<file path="config.mk">
export PLATFORM = sky130hd
export DESIGN_NAME = spi_bus_arbiter
export DESIGN_NICKNAME = d
export VERILOG_FILES = /design/src/rtl/spi_arb_pkg.sv /design/src/rtl/spi_arb_cnt.sv /design/src/rtl/spi_bus_arbiter.sv
export SDC_FILE = /design/constraint.sdc
export NUM_CORES = 1
export LEC_CHECK = 0
export ABC_AREA = 1
export CELL_PAD_IN_SITES_DETAIL_PLACEMENT = 1
export CELL_PAD_IN_SITES_GLOBAL_PLACEMENT = 2
export CORE_MARGIN = 2
export CORE_UTILIZATION = 22
export CTS_CLUSTER_SIZE = 12
export DETAILED_ROUTE_END_ITERATION = 7
export PLACE_DENSITY_LB_ADDON = 0.1
export SLEW_MARGIN = 10
export SYNTH_ARGS = -nofsm -noshare
export SYNTH_HDL_FRONTEND = slang
export SYNTH_SLANG_ARGS = --single-unit
</file>
<file path="constraint.sdc">
create_clock -name clk -period 1.4 [get_ports clk]
set_input_delay 0.21 -clock clk [delete_from_list [all_inputs] [get_ports clk]]
set_output_delay 0.21 -clock clk [all_outputs]
set_load 0.03 [all_outputs]
</file>
<file path="src/rtl/spi_arb_pkg.sv">
// Shared types and constants for the two-master SPI bus arbiter.
package spi_arb_pkg;

  typedef enum logic [1:0] {
    ARB_IDLE  = 2'd0,
    ARB_OWN0  = 2'd1,
    ARB_OWN1  = 2'd2,
    ARB_GUARD = 2'd3
  } arb_state_t;

  typedef logic arb_owner_t;

  localparam int unsigned ARB_GUARD_W = 4;

  // True while one of the masters owns the pads.
  function automatic logic arb_is_own(input arb_state_t s);
    return (s == ARB_OWN0) || (s == ARB_OWN1);
  endfunction

endpackage

</file>
<file path="src/rtl/spi_arb_cnt.sv">
// Loadable down-counter with zero flag. Holds at zero once reached;
// load has priority over decrement.
module spi_arb_cnt #(
  parameter int unsigned W = 4
) (
  input  logic         clk,
  input  logic         rst_n,
  input  logic         load,
  input  logic [W-1:0] load_val,
  input  logic         dec,
  output logic         zero
);

  logic [W-1:0] cnt;

  // Counter register: load, else saturating decrement.
  always_ff @(posedge clk or negedge rst_n) begin
    if (!rst_n) begin
      cnt <= '0;
    end else if (load) begin
      cnt <= load_val;
    end else if (dec && (cnt != '0)) begin
      cnt <= cnt - W'(1);
    end
  end

  // Zero flag decode.
  always_comb begin
    zero = (cnt == '0);
  end

endmodule

</file>
<file path="src/rtl/spi_bus_arbiter.sv">
// Round-robin arbiter sharing one SPI pad set between two SPI masters,
// with a chip-select-high guard gap between owners.
// Optional feature macro: SPI_ARB_TIMEOUT_EN (grant length limit with
// forced revoke and one-cycle timeout pulse).
module spi_bus_arbiter
  import spi_arb_pkg::*;
#(
  parameter int unsigned GUARD_CYCLES   = 2,
  parameter logic        IDLE_SCLK      = 1'b0,
  parameter int unsigned TIMEOUT_CYCLES = 4096
) (
  input  logic clk,
  input  logic rst_n,
  input  logic m0_req,
  output logic m0_gnt,
  input  logic m0_sclk,
  input  logic m0_mosi,
  input  logic m0_cs_n,
  output logic m0_miso,
  input  logic m1_req,
  output logic m1_gnt,
  input  logic m1_sclk,
  input  logic m1_mosi,
  input  logic m1_cs_n,
  output logic m1_miso,
  input  logic spi_miso,
  output logic spi_clk,
  output logic spi_mosi,
  output logic spi_cs1_n,
  output logic spi_cs2_n,
  output logic timeout
);

  if ((GUARD_CYCLES < 1) || (GUARD_CYCLES > 15)) begin : g_bad_guard
    $error("spi_bus_arbiter: GUARD_CYCLES must be in 1..15");
  end
  if (TIMEOUT_CYCLES < 2) begin : g_bad_timeout
    $error("spi_bus_arbiter: TIMEOUT_CYCLES must be at least 2");
  end

  arb_state_t state_q, state_d;
  arb_owner_t last_owner;
  logic       guard_load;
  logic       guard_dec;
  logic       guard_zero;
  logic       req0_eff;
  logic       req1_eff;
  logic       to_hit;

  spi_arb_cnt #(
    .W(ARB_GUARD_W)
  ) u_guard_cnt (
    .clk      (clk),
    .rst_n    (rst_n),
    .load     (guard_load),
    .load_val (ARB_GUARD_W'(GUARD_CYCLES - 1)),
    .dec      (guard_dec),
    .zero     (guard_zero)
  );

  // Guard timer control: load on any entry to GUARD, count down while in it.
  always_comb begin
    guard_load = arb_is_own(state_q) && (state_d == ARB_GUARD);
    guard_dec  = (state_q == ARB_GUARD);
  end

`ifdef SPI_ARB_TIMEOUT_EN
  localparam int unsigned TO_W = $clog2(TIMEOUT_CYCLES);

  logic to_load;
  logic to_dec;
  logic to_zero;
  logic mask0;
  logic mask1;

  // Down-counter loaded with TIMEOUT_CYCLES-1 on grant: reaching zero in the
  // last owned cycle is equivalent to an up-counter hitting TIMEOUT_CYCLES.
  spi_arb_cnt #(
    .W(TO_W)
  ) u_to_cnt (
    .clk      (clk),
    .rst_n    (rst_n),
    .load     (to_load),
    .load_val (TO_W'(TIMEOUT_CYCLES - 1)),
    .dec      (to_dec),
    .zero     (to_zero)
  );

  // Timeout timer control and expiry decode.
  always_comb begin
    to_load  = (state_q == ARB_IDLE) && arb_is_own(state_d);
    to_dec   = arb_is_own(state_q);
    to_hit   = arb_is_own(state_q) && to_zero;
    req0_eff = m0_req && !mask0;
    req1_eff = m1_req && !mask1;
  end

  // Revoked master stays masked until its request is seen low.
  always_ff @(posedge clk or negedge rst_n) begin
    if (!rst_n) begin
      mask0 <= 1'b0;
      mask1 <= 1'b0;
    end else begin
      if (!m0_req) begin
        mask0 <= 1'b0;
      end else if ((state_q == ARB_OWN0) && to_hit) begin
        mask0 <= 1'b1;
      end
      if (!m1_req) begin
        mask1 <= 1'b0;
      end else if ((state_q == ARB_OWN1) && to_hit) begin
        mask1 <= 1'b1;
      end
    end
  end

  // One-cycle pulse aligned with the forced drop of gnt.
  always_ff @(posedge clk or negedge rst_n) begin
    if (!rst_n) begin
      timeout <= 1'b0;
    end else begin
      timeout <= to_hit && (((state_q == ARB_OWN0) && m0_req) ||
                            ((state_q == ARB_OWN1) && m1_req));
    end
  end
`else
  // No grant limit: requests pass straight through, timeout never fires.
  always_comb begin
    to_hit   = 1'b0;
    req0_eff = m0_req;
    req1_eff = m1_req;
    timeout  = 1'b0;
  end
`endif

  // State register.
  always_ff @(posedge clk or negedge rst_n) begin
    if (!rst_n) begin
      state_q <= ARB_IDLE;
    end else begin
      state_q <= state_d;
    end
  end

  // Next-state logic: round-robin pick in IDLE, release/revoke in OWNn.
  always_comb begin
    state_d = state_q;
    case (state_q)
      ARB_IDLE: begin
        if (req0_eff && req1_eff) begin
          state_d = (last_owner == 1'b0) ? ARB_OWN1 : ARB_OWN0;
        end else if (req0_eff) begin
          state_d = ARB_OWN0;
        end else if (req1_eff) begin
          state_d = ARB_OWN1;
        end
      end
      ARB_OWN0: begin
        if (!m0_req || to_hit) state_d = ARB_GUARD;
      end
      ARB_OWN1: begin
        if (!m1_req || to_hit) state_d = ARB_GUARD;
      end
      ARB_GUARD: begin
        if (guard_zero) state_d = ARB_IDLE;
      end
      default: state_d = ARB_IDLE;
    endcase
  end

  // Round-robin pointer and registered grant decode.
  always_ff @(posedge clk or negedge rst_n) begin
    if (!rst_n) begin
      last_owner <= 1'b1;
      m0_gnt     <= 1'b0;
      m1_gnt     <= 1'b0;
    end else begin
      if ((state_q == ARB_OWN0) && (state_d == ARB_GUARD)) begin
        last_owner <= 1'b0;
      end else if ((state_q == ARB_OWN1) && (state_d == ARB_GUARD)) begin
        last_owner <= 1'b1;
      end
      m0_gnt <= (state_d == ARB_OWN0);
      m1_gnt <= (state_d == ARB_OWN1);
    end
  end

  // Pad mux: combinational from the registered state, so the owner's SPI
  // timing reaches the pads with no added latency.
  always_comb begin
    spi_clk   = IDLE_SCLK;
    spi_mosi  = 1'b0;
    spi_cs1_n = 1'b1;
    spi_cs2_n = 1'b1;
    m0_miso   = 1'b0;
    m1_miso   = 1'b0;
    case (state_q)
      ARB_OWN0: begin
        spi_clk   = m0_sclk;
        spi_mosi  = m0_mosi;
        spi_cs1_n = m0_cs_n;
        m0_miso   = spi_miso;
      end
      ARB_OWN1: begin
        spi_clk   = m1_sclk;
        spi_mosi  = m1_mosi;
        spi_cs2_n = m1_cs_n;
        m1_miso   = spi_miso;
      end
      default: ;
    endcase
  end

endmodule

</file>
==> impl_metrics.env <==
export IMPL_outcome="finished, violations left"
export IMPL_violations="setup timing"
export IMPL_finalWeightedCongestion=0.745
export IMPL_timing_critical_path_required_ps=1190
export IMPL_worstSetupStartpoint="state_q[1]"
export IMPL_timing_final_hold_violations=0
export IMPL_synth_warning_count=0
export IMPL_layout_common_cells="21 x sky130_fd_sc_hd__nand2_1, 18 x sky130_fd_sc_hd__buf_4, 13 x sky130_fd_sc_hd__buf_6"
export IMPL_sequential_share_of_the_synthesized_area_pct=32.8
export IMPL_remaining_drc_errors=0
export IMPL_cts_htree_levels=1
export IMPL_worst_hold_path_type="in -> async"
export IMPL_postLayoutSetupSlackWorst_ps=-200
export IMPL_vdd_ir_drop_worst_mv=1.40
export IMPL_postSynthRegisterBits=9
export IMPL_initial_core_util_pct=22.8
export IMPL_sequential_cell_area_um2=226
export IMPL_globalRoute_totalOverflow=0
export IMPL_critical_path_arrival_ps=1390
export IMPL_syn_nets=110
export IMPL_synth_avg_cell_area_um2=7.41
export IMPL_skew_ps=0.932
export IMPL_route_vias_total=716
export IMPL_grt_use_total_pct=11.9
export IMPL_coreArea_um2=3030
export IMPL_clock_fmax_mhz=625
export IMPL_dr_pass1_iters=4
export IMPL_finalNetCount=157
export IMPL_crit_type="reg -> out"
export IMPL_final_min_clock_period_ps=1600
export IMPL_floorplan_die_area_um2=3600
export IMPL_placed_cells=172
export IMPL_post_layout_nonfiller_instances=183
export IMPL_timing_critical_path_cells="buf_6 > ha_4 > buf_6 > buf_4 > nand2_2 > inv_2 > buf_6"
export IMPL_area_delta_synth_final_pct=85.3
export IMPL_cts_inserted_buffers=3
export IMPL_detailedRoute_firstIterationViolations=9
export IMPL_dieHeight_um=60.0
export IMPL_timing_critical_path_slowest_cell_delay_ps=400
export IMPL_area_of_combinational_cells_with_multiple_inputs_um2=489
export IMPL_r2r_end="m1_gnt"
export IMPL_fillerInstances=370
export IMPL_critical_path_reg2reg_startpoint="state_q[0]"
export IMPL_worstSkewPairLatency_ps=260
export IMPL_tritoncts_clock_tree="yes"
export IMPL_postSynth_asyncResetShare_pct=100
export IMPL_cts_root_buf="sky130_fd_sc_hd__clkbuf_4"
export IMPL_ys_dominant_reg_cell="sky130_fd_sc_hd__dfrtp_1"
export IMPL_wire_length_of_the_first_global_routing_pass_mm=3.18
export IMPL_critical_path_slowest_cell="sky130_fd_sc_hd__dfrtp_1"
export IMPL_place_hpwl_mm=1.44
export IMPL_cap_viol_max_count=0
export IMPL_post_synth_num_cell_types=21
export IMPL_detail_route_antenna_nets=0
export IMPL_final_core_util_pct=42.2
export IMPL_report_final_slew_viol_count=0
export IMPL_critPathCaptureType="output pin"
export IMPL_synth_edff_count=0
export IMPL_p_per_area_nw_per_um2=2650
export IMPL_regToRegSetupSlack_ps=-130
export IMPL_power_leakage_nw=0.638
export IMPL_initial_antenna_violation_count=0
export IMPL_placementRows=20
export IMPL_worst_r2r_path_depth=11
export IMPL_die_w_um=60.0
export IMPL_rsz0062_at_grt="true"
export IMPL_finalCritPeriodShare_pct=114
export IMPL_postCtsHoldBufs=0
export IMPL_cp_common_cell="sky130_fd_sc_hd__buf_6"
export IMPL_clk_pin_slew_worst_paths_ps=60
export IMPL_cts_max_path_buffers=2
export IMPL_syn_inst=93
export IMPL_most_common_cell_after_layout_fill_and_taps_aside="sky130_fd_sc_hd__nand2_1"
export IMPL_worstPathMaxFanout=4
export IMPL_grt_start_max_net_pins=10
export IMPL_pin_count=20
export IMPL_number_of_global_route_vias_before_repair=738
export IMPL_io_buffer_count=18
export IMPL_power_total_mw=3.39
export IMPL_drt_total_wl_mm=1.86
export IMPL_avgRoutedWirePerCell_um=10.2
export IMPL_n_antenna_cell=0
export IMPL_avgViaCountPerCell=3.91
export IMPL_layout_drive_gt1_share_pct=51.8
export IMPL_clkSinkCount=9
export IMPL_setup_viol=14
export IMPL_timing_critical_path_from_type="flip-flop"
export IMPL_syn_cell_area_um2=689
[where the power goes]
group / leakage [nW] / internal, mW / total (mW) / switching [mW]
sequential: 0.110 / 0.395 / 0.456 / 0.0610
combinational: 0.513 / 1.34 / 2.73 / 1.39
clock: 0.0150 / 0.110 / 0.199 / 0.0895
total: 0.638 / 1.85 / 3.39 / 1.54
[metal layers]
layer / part of all wire, % / vias up / global-route usage, %
met5: 0 / - / 0
met4: 0.86 / 0 / 2.86
met3: 5.1 / 2 / 2.38
met2: 50 / 19 / 20.8
met1: 44 / 322 / 15.0
li1: - / 373 / -
[through the flow]
stage               setup TNS (ps)  instance area [um2]  hold slack (ps)  setup slack, ps
CTS                          -1900                 1270              251             -223
floorplan                   -0.334                  702            -85.6           -0.334
global placement             -1760                 1050              483             -291
finish                       -1690                 1280              248             -200
global route                 -2820                 1280              266             -275
detailed placement           -1940                 1050              489             -310
[worst max-delay path, delay by kind of cell (launching register included)]
kind	cells	cell delay, ps
adders and majority gates	1	150
DFF	1	400
and+or+nand+nor	1	50
buffers and inverters	5	520
[cells in the mapped netlist (2+ instances only)]
cell                       n  area, um2
sky130_fd_sc_hd__nor2_1    4       15.0
sky130_fd_sc_hd__nor2_4    2       22.5
sky130_fd_sc_hd__inv_1    15       56.3
sky130_fd_sc_hd__a21oi_2   2       17.5
sky130_fd_sc_hd__inv_2     4       15.0
sky130_fd_sc_hd__a21oi_1   4       20.0
sky130_fd_sc_hd__ha_1      6       75.1
sky130_fd_sc_hd__nand3_1   4       20.0
sky130_fd_sc_hd__xnor2_1   2       17.5
sky130_fd_sc_hd__nor2_2    2       12.5
sky130_fd_sc_hd__dfrtp_1   8        200
sky130_fd_sc_hd__nand2_1  28        105
sky130_fd_sc_hd__nand3_2   3       30.0
sky130_fd_sc_hd__nand2_4   2       22.5
[cell families (layout without fill, tap and decap cells)]
group | after synthesis | after routing | synth area share [%]
flops | 9 | 9 | 32.8
fa+ha+maj | 6 | 6 | 10.9
other cells | 1 | 1 | 0.544
xor+xnor | 2 | 2 | 2.54
simple gates | 48 | 48 | 35.6
compound gates | 7 | 7 | 6.17
buf+inv | 20 | 66 | 11.4
[layout make-up]
class / count / area share (%)
tap: 44 / 4.31
multi-input combinational: 64 / 38.3
timing repair buffer: 43 / 31.2
sequential: 9 / 17.7
clock buffer: 4 / 2.06
inverter: 19 / 6.37
[sequential cells by signal, indices dropped and copies added (netlist names)]
name,flops
state_q,2
u_guard_cnt.cnt,4
last_owner,1
m1_gnt,1
m0_gnt,1
[worst max-delay path by stage]
stage / end / slack (ps) / depth (start not counted)
2_1_floorplan: u_guard_cnt.cnt[0] / -0.3 / 10
3_3_place_gp: spi_cs1_n / -290 / 5
3_5_place_dp: spi_cs1_n / -310 / 5
4_1_cts: spi_mosi / -220 / 7
5_1_grt: spi_clk / -280 / 7
6_report: m1_miso / -200 / 7
[what timing repair did]
action,in CTS,in global routing
pin swaps,8,5
resized for setup,45,3
setup endpoints to repair,17,15
setup buffers,7,0
No activity file was read; power rests on OpenSTA's default activity.
